[src/rtl/final_project_bcd_counter.sv]
// Four-digit BCD up/down counter feeding the HEX display decoders.
// Steps on debounced inc rising edges and/or a prescaled timer; supports clamped parallel load.
module final_project_bcd_counter #(
    parameter int TICK_DIV = 50_000_000,
    parameter bit WRAP     = 1'b1
) (
    input  logic        clk,
    input  logic        rst,
    input  logic        en,
    input  logic        inc,
    input  logic        dir,
    input  logic        load,
    input  logic [15:0] load_val,
    output logic [3:0]  digit0,
    output logic [3:0]  digit1,
    output logic [3:0]  digit2,
    output logic [3:0]  digit3,
    output logic        zero,
    output logic        max,
    output logic        tick
);

    localparam int PW = (TICK_DIV > 2) ? $clog2(TICK_DIV) : 1;
    localparam logic [PW-1:0] PRESC_LAST = PW'(TICK_DIV - 1);

    logic [3:0][3:0] digits;
    logic [3:0][3:0] digits_step;
    logic [3:0][3:0] digits_load;
    logic [PW-1:0]   presc;
    logic            inc_q;
    logic            inc_rise;
    logic            timer_step;
    logic            step_req;
    logic            carry;
    logic            at_max;
    logic            at_zero;

    function automatic logic [3:0] clamp9(input logic [3:0] v);
        return (v > 4'd9) ? 4'd9 : v;
    endfunction

    assign inc_rise   = inc & ~inc_q;
    assign timer_step = en && (presc == PRESC_LAST);
    assign step_req   = inc_rise | timer_step;

    assign at_max  = (digits == 16'h9999);
    assign at_zero = (digits == 16'h0000);

    always_comb begin
        for (int i = 0; i < 4; i++) begin
            digits_load[i] = clamp9(load_val[4*i +: 4]);
        end
    end

    // Ripple carry/borrow: 9999 up and 0000 down fall out as wrap naturally.
    always_comb begin
        digits_step = digits;
        carry       = 1'b1;
        for (int i = 0; i < 4; i++) begin
            if (carry) begin
                if (!dir) begin
                    if (digits[i] == 4'd9) begin
                        digits_step[i] = 4'd0;
                    end else begin
                        digits_step[i] = digits[i] + 4'd1;
                        carry          = 1'b0;
                    end
                end else begin
                    if (digits[i] == 4'd0) begin
                        digits_step[i] = 4'd9;
                    end else begin
                        digits_step[i] = digits[i] - 4'd1;
                        carry          = 1'b0;
                    end
                end
            end
        end
        if (!WRAP && ((!dir && at_max) || (dir && at_zero))) begin
            digits_step = digits;
        end
    end

    always_ff @(posedge clk) begin
        if (rst) begin
            digits <= '0;
            presc  <= '0;
            tick   <= 1'b0;
            inc_q  <= 1'b1;
        end else begin
            inc_q <= inc;
            if (load) begin
                digits <= digits_load;
                presc  <= '0;
                tick   <= 1'b0;
            end else begin
                if (en) begin
                    presc <= (presc == PRESC_LAST) ? '0 : presc + PW'(1);
                end
                tick <= timer_step;
                if (step_req) begin
                    digits <= digits_step;
                end
            end
        end
    end

    assign digit0 = digits[0];
    assign digit1 = digits[1];
    assign digit2 = digits[2];
    assign digit3 = digits[3];
    assign zero   = at_zero;
    assign max    = at_max;

endmodule

[config.mk]
export PLATFORM = sky130hd
export DESIGN_NAME = final_project_bcd_counter
export DESIGN_NICKNAME = d
export VERILOG_FILES = /design/src/rtl/final_project_bcd_counter.sv
export SDC_FILE = /design/constraint.sdc
export NUM_CORES = 1
export LEC_CHECK = 0
export BUFFER_PORTS_ARGS = -buffer_cell sky130_fd_sc_hd__buf_2
export CORE_MARGIN = 2
export CORE_UTILIZATION = 42
export DETAILED_ROUTE_END_ITERATION = 8
export PLACE_DENSITY = 0.72
export SYNTH_ARGS = -nofsm -noshare
export SYNTH_HDL_FRONTEND = slang
export SYNTH_SLANG_ARGS = --single-unit
[constraint.sdc]
create_clock -name clk -period 3.6 [get_ports clk]
set_clock_uncertainty 0.2 [all_clocks]
set_input_delay 0.18 -clock clk [delete_from_list [all_inputs] [get_ports clk]]
set_output_delay 0.18 -clock clk [all_outputs]
set_load 0.005 [all_outputs]
# Word level (Yosys, flattened, before mapping)
# Cells that the tools add are included.
[word_totals] reg_bits=44 inputBits=22 output_inout_bits=19
[classes] add_sub_neg=9 n_lt_le_gt_ge=4 n_eq_ne=6 muxes=33 n_bitwise=3 n_reduce_logical=14
[ops] operator="two-way mux 4 bit" count=19
[ops] operator="two-way mux 16 bit" count=2
[ops] operator="adder 26 x 1 -> 26 bit (second input constant)" count=1
[ops] operator="== test 26 bit (second input constant)" count=1
[ops] operator="two-way mux 26 bit" count=1
[ops] operator="adder 4 x 1 -> 4 bit (second input constant)" count=4
[ops] operator="== test 16 bit (second input constant)" count=1
[ops] operator="== test 4 bit (second input constant)" count=4
[ops] operator="greater-than comparator 4 bit (second input constant)" count=4
[ops] operator="zero test 16 bit" count=1
[ops] operator="zero test 4 bit" count=4
[ops] operator="subtractor 4 x 1 -> 4 bit (second input constant)" count=4
[ops] operator="two-way mux 1 bit" count=11
[ops] operator="nonzero test 2 bit" count=4
[ops] operator="AND reduction 2 bit" count=3
[ops] operator="OR reduction 2 bit" count=1
[ops] operator="AND 1 bit" count=1
[ops] operator="logical AND 1 bit" count=1
[ops] operator="inverter 1 bit" count=1
[ops] operator="bitwise OR 1 bit" count=1

# Depth between registers and ports, before layout
# Gate-level depths: netlist of the first run.
[depth] word_depth=8 ltp_mapped=8 depth_no_buf=6

# Least setup slack after synthesis of the first run
# Ideal clock, no wire load.
[synth_timing] kind="flip-flop to flip-flop" start="register digits, in the netlist digit1[3]" end="register digits, in the netlist digit3[0]" setup_ns=0.115 arrival_time_ns=1.818 required_time_ns=3.285 path_slack_ns=1.466 stages_incl_launch_ff=7 n_path_buf=1 period_less_slack_ns=2.134 cell_sequence="dfxtp_1 buf_2 or3b_1 a21boi_2 nand4_2 or4b_1 and3_1"
[synth_between] elab_chain_cells=7
[synth_lines] item="from (decl)" line_no="26" rtl="logic [3:0][3:0] digits;"
[synth_lines] item="from (signal assigned)" line_no="92" rtl="digits <= digits_load;"
[synth_lines] item="from (signal assigned)" line_no="101" rtl="digits <= digits_step;"
[synth_lines] item="== test 4 bit or zero test 4 bit (tied branches)" line_no="62, 69"
[synth_lines] item="two-way mux 1 bit, on equally long branches" line_no="62, 69"
[synth_lines] item="two-way mux 1 bit *" line_no="61" rtl="if (!dir) begin"
[synth_lines] item="two-way mux 1 bit * (2 in a row)" line_no="60" rtl="if (carry) begin"
[synth_lines] item="nonzero test 2 bit (no line) *"
[synth_lines] item="AND reduction 2 bit (no line) *"
# Every way passes the cells marked *; elsewhere a longest branch is shown, timed or not.
# A chain may end at the register's enable or synchronous reset.

# Worst setup path after layout of the first run
[layout_timing] start="register presc[0]" end="register digits, in the netlist digit0[2]"
[layout_between] elab_chain_cells=4
[layout_lines] item="from (decl)" line_no="29" rtl="logic [PW-1:0] presc;"
[layout_lines] item="from (signal assigned)" line_no="97" rtl="presc <= (presc == PRESC_LAST) ? '0 : presc + PW'(1);"
[layout_lines] item="== test 26 bit" line_no="43" rtl="assign timer_step = en && (presc == PRESC_LAST);"
[layout_lines] item="logical AND 1 bit" line_no="43"
[layout_lines] item="bitwise OR 1 bit" line_no="44" rtl="assign step_req = inc_rise | timer_step;"
[layout_lines] item="nonzero test 2 bit (no line)"
# No other way between the ends.

==> results.cfg, run 1 <==
[global_route]
grt_pass1_vias = 2611
antenna_found_initial = 0
gr-usage-all-layers_pct = 19.0
grt_start_max_net_pins = 44
grt_pass1_wl_mm = 11.7
grt_overflow = 0

[clock_tree]
clock_sinks = 44
cts_tree = yes
clkLatencyLatePin_ns = 0.30
h-tree-depth = 2
post_cts.repair.setup_buffers = 0
cts_buffers = 5
clk_pin_slew_worst_paths_ns = 0.09
clockRootBuffer = clkbuf_8
max-clock-path-buffers = 2

[yosys]
syn_area_per_cell_um2 = 7.66
synth_ff_type = dfxtp_1
synth.distinct_cells = 57
synth_area_um2 = 2860
synthCells = 373
synth_nets = 396
ys_seq_area_share_pct = 30.8
async_flop_share_pct = 0
yosysWarningCount = 0
synth-edff-count = 0
synth-seq-cells = 44

[setup_path]
cp_max_fo = 7
required_ns = 3.60
cp-end-kind = register
rr_worst_depth = 7
critPathArrivalTime_ns = 2.69
reg2reg_from = presc[0]
reg2reg_to = digit0[2]
reg2reg_slack_ns = 0.91
critPathKind = reg2reg
setup.worst_path.start = presc[0]
cp-start-kind = register

[run]
maxCapViolCount = 0

[route]
vias = 2758
ant_nets = 0
firstDrtPassIters = 4
wl_per_cell_um = 14.0
route.detailed.drc = 0
drt_iter0_markers = 260
drt-total-wl_mm = 6.77
via_per_inst = 5.72

[min_path]
holdCritStartpoint = en
min_to = presc[0]
min_path_cells = 3
hold_path.class = in2reg

[power_and_ir_drop]
ir_worst_vdd_mv = 0.173
power_density_nw_per_um2 = 334
power_leakage_nw = 1.15
finalPower_w = 0.00109

[outcome]
status = finished clean

[cells_and_area]
drive_above_1_share_pct = 14.7
register_area_um2 = 881
syn2layout_area_growth_pct = 13.9
fillerInstances = 671
final_nets = 424
multiInputGateArea_um2 = 1840
antenna_cells = 0
most-common-layout-cells = nor2_1 (56), dfxtp_1 (44), buf_2 (40)
final_cell_count_no_fill = 482
design_area_um2 = 3260
fin_util_pct = 48.7
mostFrequentLayoutCell = nor2_1

[placed_design]
dpl.hpwl_mm = 4.65
place_congestion = 0.811
numPortBuffers = 40
place_area_um2 = 3050
place_inst = 465

[timing]
finalMaxSlewViolations = 0
hold_viol_final = 0
rsz0062_at_grt = no
setup_viol = 0
setup_tns_ns = 0
maxSlewHeadroom_pct = 50.2
clock.fmax_ghz = 0.372
period_needed_ns = 2.69
tightest_slew_ns = 0.746
period_share_pct = 74.8

[floorplanning]
die_w_um = 86.5
coreArea_um2 = 6680
initial_core_util_pct = 42.8
dieArea_um2 = 7480
chipHeight_um = 86.5
io_pins = 41
fp-row-count = 30
## metrics by stage
stage | hold slack, ns | worst slack (ns)
floorplan | 0.0866 | 1.47
finish | 0.00802 | 0.908
CTS | 0.00918 | 0.932
global placement | 0.206 | 1.13
detailed placement | 0.209 | 1.07
global route | 0.00991 | 0.695
## worst max path at each step
stage	to	slack, ns	cells after the start
final	digit0[2]	0.91	7
after global routing	digit0[2]	0.70	7
after CTS	digit0[2]	0.93	7
after detailed placement	digit3[0]	1.07	6
after global placement	digit3[0]	1.13	6
after floorplan	digit3[0]	1.47	6
## metal layers
layer	track usage, %	up-vias	share of wire [%]
li1	-	1398	-
met1	24.0	1292	47
met2	33.4	59	48
met3	3.14	9	4.0
met4	5.26	0	1.0
met5	0	-	0
## layout make-up
cell class / instances / area share [%]
Multi-Input combinational cell: 293 / 56.4
Sequential cell: 44 / 27.1
Timing Repair Buffer: 50 / 9.15
Tap cell: 80 / 3.07
Clock buffer: 5 / 2.11
Clock inverter: 3 / 1.42
Inverter: 7 / 0.807
## cell usage after synthesis, types with 3 or more instances
library cell  instances  share of area [%]
a21oi_1               5               0.88
a221oi_1              4                1.2
a311oi_1              3               0.92
a31oi_1               5                1.1
and2_1                3               0.66
and3_1                8                1.8
buf_2                 6                1.1
clkbuf_1             23                3.0
dfxtp_1              44                 31
inv_1                 6               0.79
mux2_2                3                1.2
mux2i_1               4                1.4
nand2_1              19                2.5
nand2b_1              8                1.8
nand3_1              19                3.3
nand3b_1              9                2.4
nand4_1              14                3.1
nand4bb_1             3                1.2
nor2_1               56                7.4
nor2b_1               9                2.0
nor3_1                8                1.4
nor3b_1               6                1.6
nor4_1                6                1.3
o21ai_0              12                2.1
o21ai_1               9                1.6
o22ai_1               4               0.88
o31ai_1               3               0.79
or2_2                 3               0.66
or3_1                 3               0.66
or4_1                 5                1.3
xnor2_1              15                4.6
xor2_1               16                4.9
## registers in the layout, summed over array words and instances, names as in the netlist
register,count
inc_q,1
tick,1
digit2,4
digit1,4
digit0,4
digit3,4
presc,26
## worst max-delay path, stage by stage, from the launching register on
cell and delay (ns):
dfxtp_1 0.38, ha_1 0.19, nand3_1 0.11, nor2_1 0.39, a31o_1 0.41, mux2i_1 0.24
o32ai_1 0.10, dlygate4sd3_1 0.57
## what timing repair did
action / 4_1_cts / 5_1_grt
resized for setup: 0 / 0
hold endpoints to repair: 9 / 0
hold buffers: 9 / 0
## power by group
group / switching [W] / internal, W
sequential: 0.0000335 / 0.000499
combinational: 0.0000833 / 0.0000761
clock: 0.000188 / 0.000209
## cells by family after synthesis
group | share of synthesized area, %
xor gates and xnor gates | 9.50
and+or+nand+nor | 36.8
muxes | 2.58
buffers and inverters | 4.99
DFF | 30.8
AOI/OAI and AO/OA | 14.9
adders and majority gates | 0.438
Power figures use the tool's default switching activity.
==> run 2, diff against run 1 <==
ABC_AREA = 1   (was default)
PLACE_DENSITY = 0.74   (was 0.72)
clock period = 2.3 ns   (was 3.6 ns; I/O delays follow)
==> results.cfg, run 2 <==
[outcome]
status = finished clean

[timing]
setup_tns_ns = 0
setup_viol = 0
period_share_pct = 86.5
rsz0062_at_grt = no
clock.fmax_ghz = 0.503
tightest_slew_ns = 0.485
maxSlewHeadroom_pct = 67.3
hold_viol_final = 0
finalMaxSlewViolations = 0
period_needed_ns = 1.99
layout_setup_ws_ns = 0.310

[route]
wl_per_cell_um = 11.7
via_per_inst = 5.17
drt_iter0_markers = 165
ant_nets = 0
route.detailed.drc = 0
drt-total-wl_mm = 7.08
firstDrtPassIters = 4
vias = 3116

[power_and_ir_drop]
power_density_nw_per_um2 = 511
ir_worst_vdd_mv = 0.314
power_leakage_nw = 1.49

[cells_and_area]
antenna_cells = 0
design_area_um2 = 3270
fillerInstances = 707
final_nets = 545
most-common-layout-cells = nand2_1 (126), nor2_1 (88), inv_1 (51)
largest-register = presc
syn2layout_area_growth_pct = 12.9
mostFrequentLayoutCell = nand2_1
drive_above_1_share_pct = 13.0
fin_util_pct = 48.7
largest_reg_flops = 26

[setup_path]
cp-end-kind = output port
rr_worst_depth = 10
required_ns = 1.99
cp_slowest_cell = dfxtp_1
cp-start-kind = register
worst-path-buf-inv = 1
critical_path_depth = 4
cp_top_family = simple AND/OR/NAND/NOR gates
slowest_delay_ns = 0.39
cp_cell_sequence = nor2_1 -> nand2_1 -> nor4b_1 -> buf_2
cp_max_fo = 7
critPathKind = reg2out
reg2reg_slack_ns = 0.35
critPathArrivalTime_ns = 1.67

[clock_tree]
cts_buffers = 5
clk_pin_slew_worst_paths_ns = 0.08
clockRootBuffer = clkbuf_8
h-tree-depth = 2
clkLatencyLatePin_ns = 0.30
cts_tree = yes
post_cts.repair.setup_buffers = 0
clock_sinks = 44
max-clock-path-buffers = 2

[floorplanning]
die_w_um = 87.1
coreArea_um2 = 6720
io_pins = 41
dieArea_um2 = 7580
chipHeight_um = 87.1
initial_core_util_pct = 43.1
fp-row-count = 30

[yosys]
async_flop_share_pct = 0
synth-seq-cells = 44
synth.distinct_cells = 38
syn_area_per_cell_um2 = 6.03
synth-edff-count = 0
synthCells = 481
ys_top_cells_by_count = nand2_1 (126), nor2_1 (88), inv_1 (51), nand3_1 (50), dfxtp_1 (44)
synth_ff_type = dfxtp_1
synth_nets = 504
synthTopCellsByArea = dfxtp_1 (30%), nand2_1 (16%), nor2_1 (11%)
ys_seq_area_share_pct = 30.4
yosysWarningCount = 0
synth_area_um2 = 2900
synth_top_area_share_pct = 30.4
yosysTopAreaCell = dfxtp_1
synth.most_common_cell = nand2_1

[min_path]
hold_path.class = in2reg
min_path_cells = 5

[global_route]
grt_pass1_wl_mm = 12.2
gr-usage-all-layers_pct = 19.6
antenna_found_initial = 0
grt_overflow = 0
grt_start_max_net_pins = 21
grt_pass1_vias = 2922

[placed_design]
dpl.hpwl_mm = 5.52
dp_slack_ns = 0.389
place_congestion = 0.871
numPortBuffers = 40
place_area_um2 = 3140

[run]
maxCapViolCount = 0
run 2: cell types whose count changed in the layout (fill, tap and decap cells not counted), sizes merged, moves of 9 or more:
cell   previous run  this run
a21oi             5        28
inv               7        55
nand2            19       132
nand3            19        51
nor2             56        92
nor2b             9         0
xnor2            15         2
run 2: per-stage QoR:
stage / cells / hold WS [ns] / power (W)
detailed placement: 591 / 0.113 / 0.00118
floorplan: 481 / -0.0159 / 0.00108
global route: 603 / 0.0452 / 0.00176
global placement: 591 / 0.105 / 0.00118
finish: 603 / 0.00951 / 0.00167
CTS: 603 / 0.00252 / 0.00168
run 2: path summary, 6_finish.rpt:
path,startpoint,endpoint
min reg2reg,presc[23],presc[23]
max reg2reg,presc[1],presc[18]
max,digit1[0],zero
min,load_val[15],digit3[3]
run 2: cell families (layout without fill, tap and decap cells):
| kind of cell | after synthesis | in the layout | share of synthesized area, % |
|---|---|---|---|
| compound gates | 61 | 61 | 11.5 |
| xor+xnor | 10 | 10 | 3.02 |
| fa+ha+maj | 1 | 1 | 0.432 |
| buf+inv | 66 | 108 | 9.24 |
| flops | 44 | 44 | 30.4 |
| simple gates | 299 | 299 | 45.4 |
run 2: metal layers:
metal / wire length [um] / vias to the layer above / track usage [%]
met1: 3240 / 1412 / 23.5
met2: 3450 / 70 / 35.5
met3: 315 / 7 / 3.60
met5: 0 / - / 0
li1: - / 1627 / -
met4: 77 / 0 / 5.82
run 2: report_power, final:
part / switching [W] / internal, W
clock: 0.000255 / 0.000245
sequential: 0.0000402 / 0.000788
combinational: 0.000213 / 0.000130
run 2: worst reg2reg max path, delay by kind of cell (launching register included):
kind / cells / cell delay [ns]
AO/OA/AOI/OAI: 2 / 0.28
adder cells (fa/ha/maj): 1 / 0.19
buffers and inverters: 2 / 0.14
flip-flops: 1 / 0.37
AND/OR/NAND/NOR: 5 / 0.66
run 2: final cells by class:
class / count / area (um^2) / share of cell area, %
Inverter: 56 / 210 / 6.42
Timing Repair Buffer: 44 / 240 / 7.34
Multi-Input combinational cell: 371 / 1750 / 53.5
Clock buffer: 8 / 90.1 / 2.75
Sequential cell: 44 / 881 / 26.9
Tap cell: 80 / 100 / 3.06
run 2: timing repair:
item / CTS / global route
hold buffers: 4 / 0
gates resized for setup: 0 / 0
endpoints found under the hold margin: 7 / 0
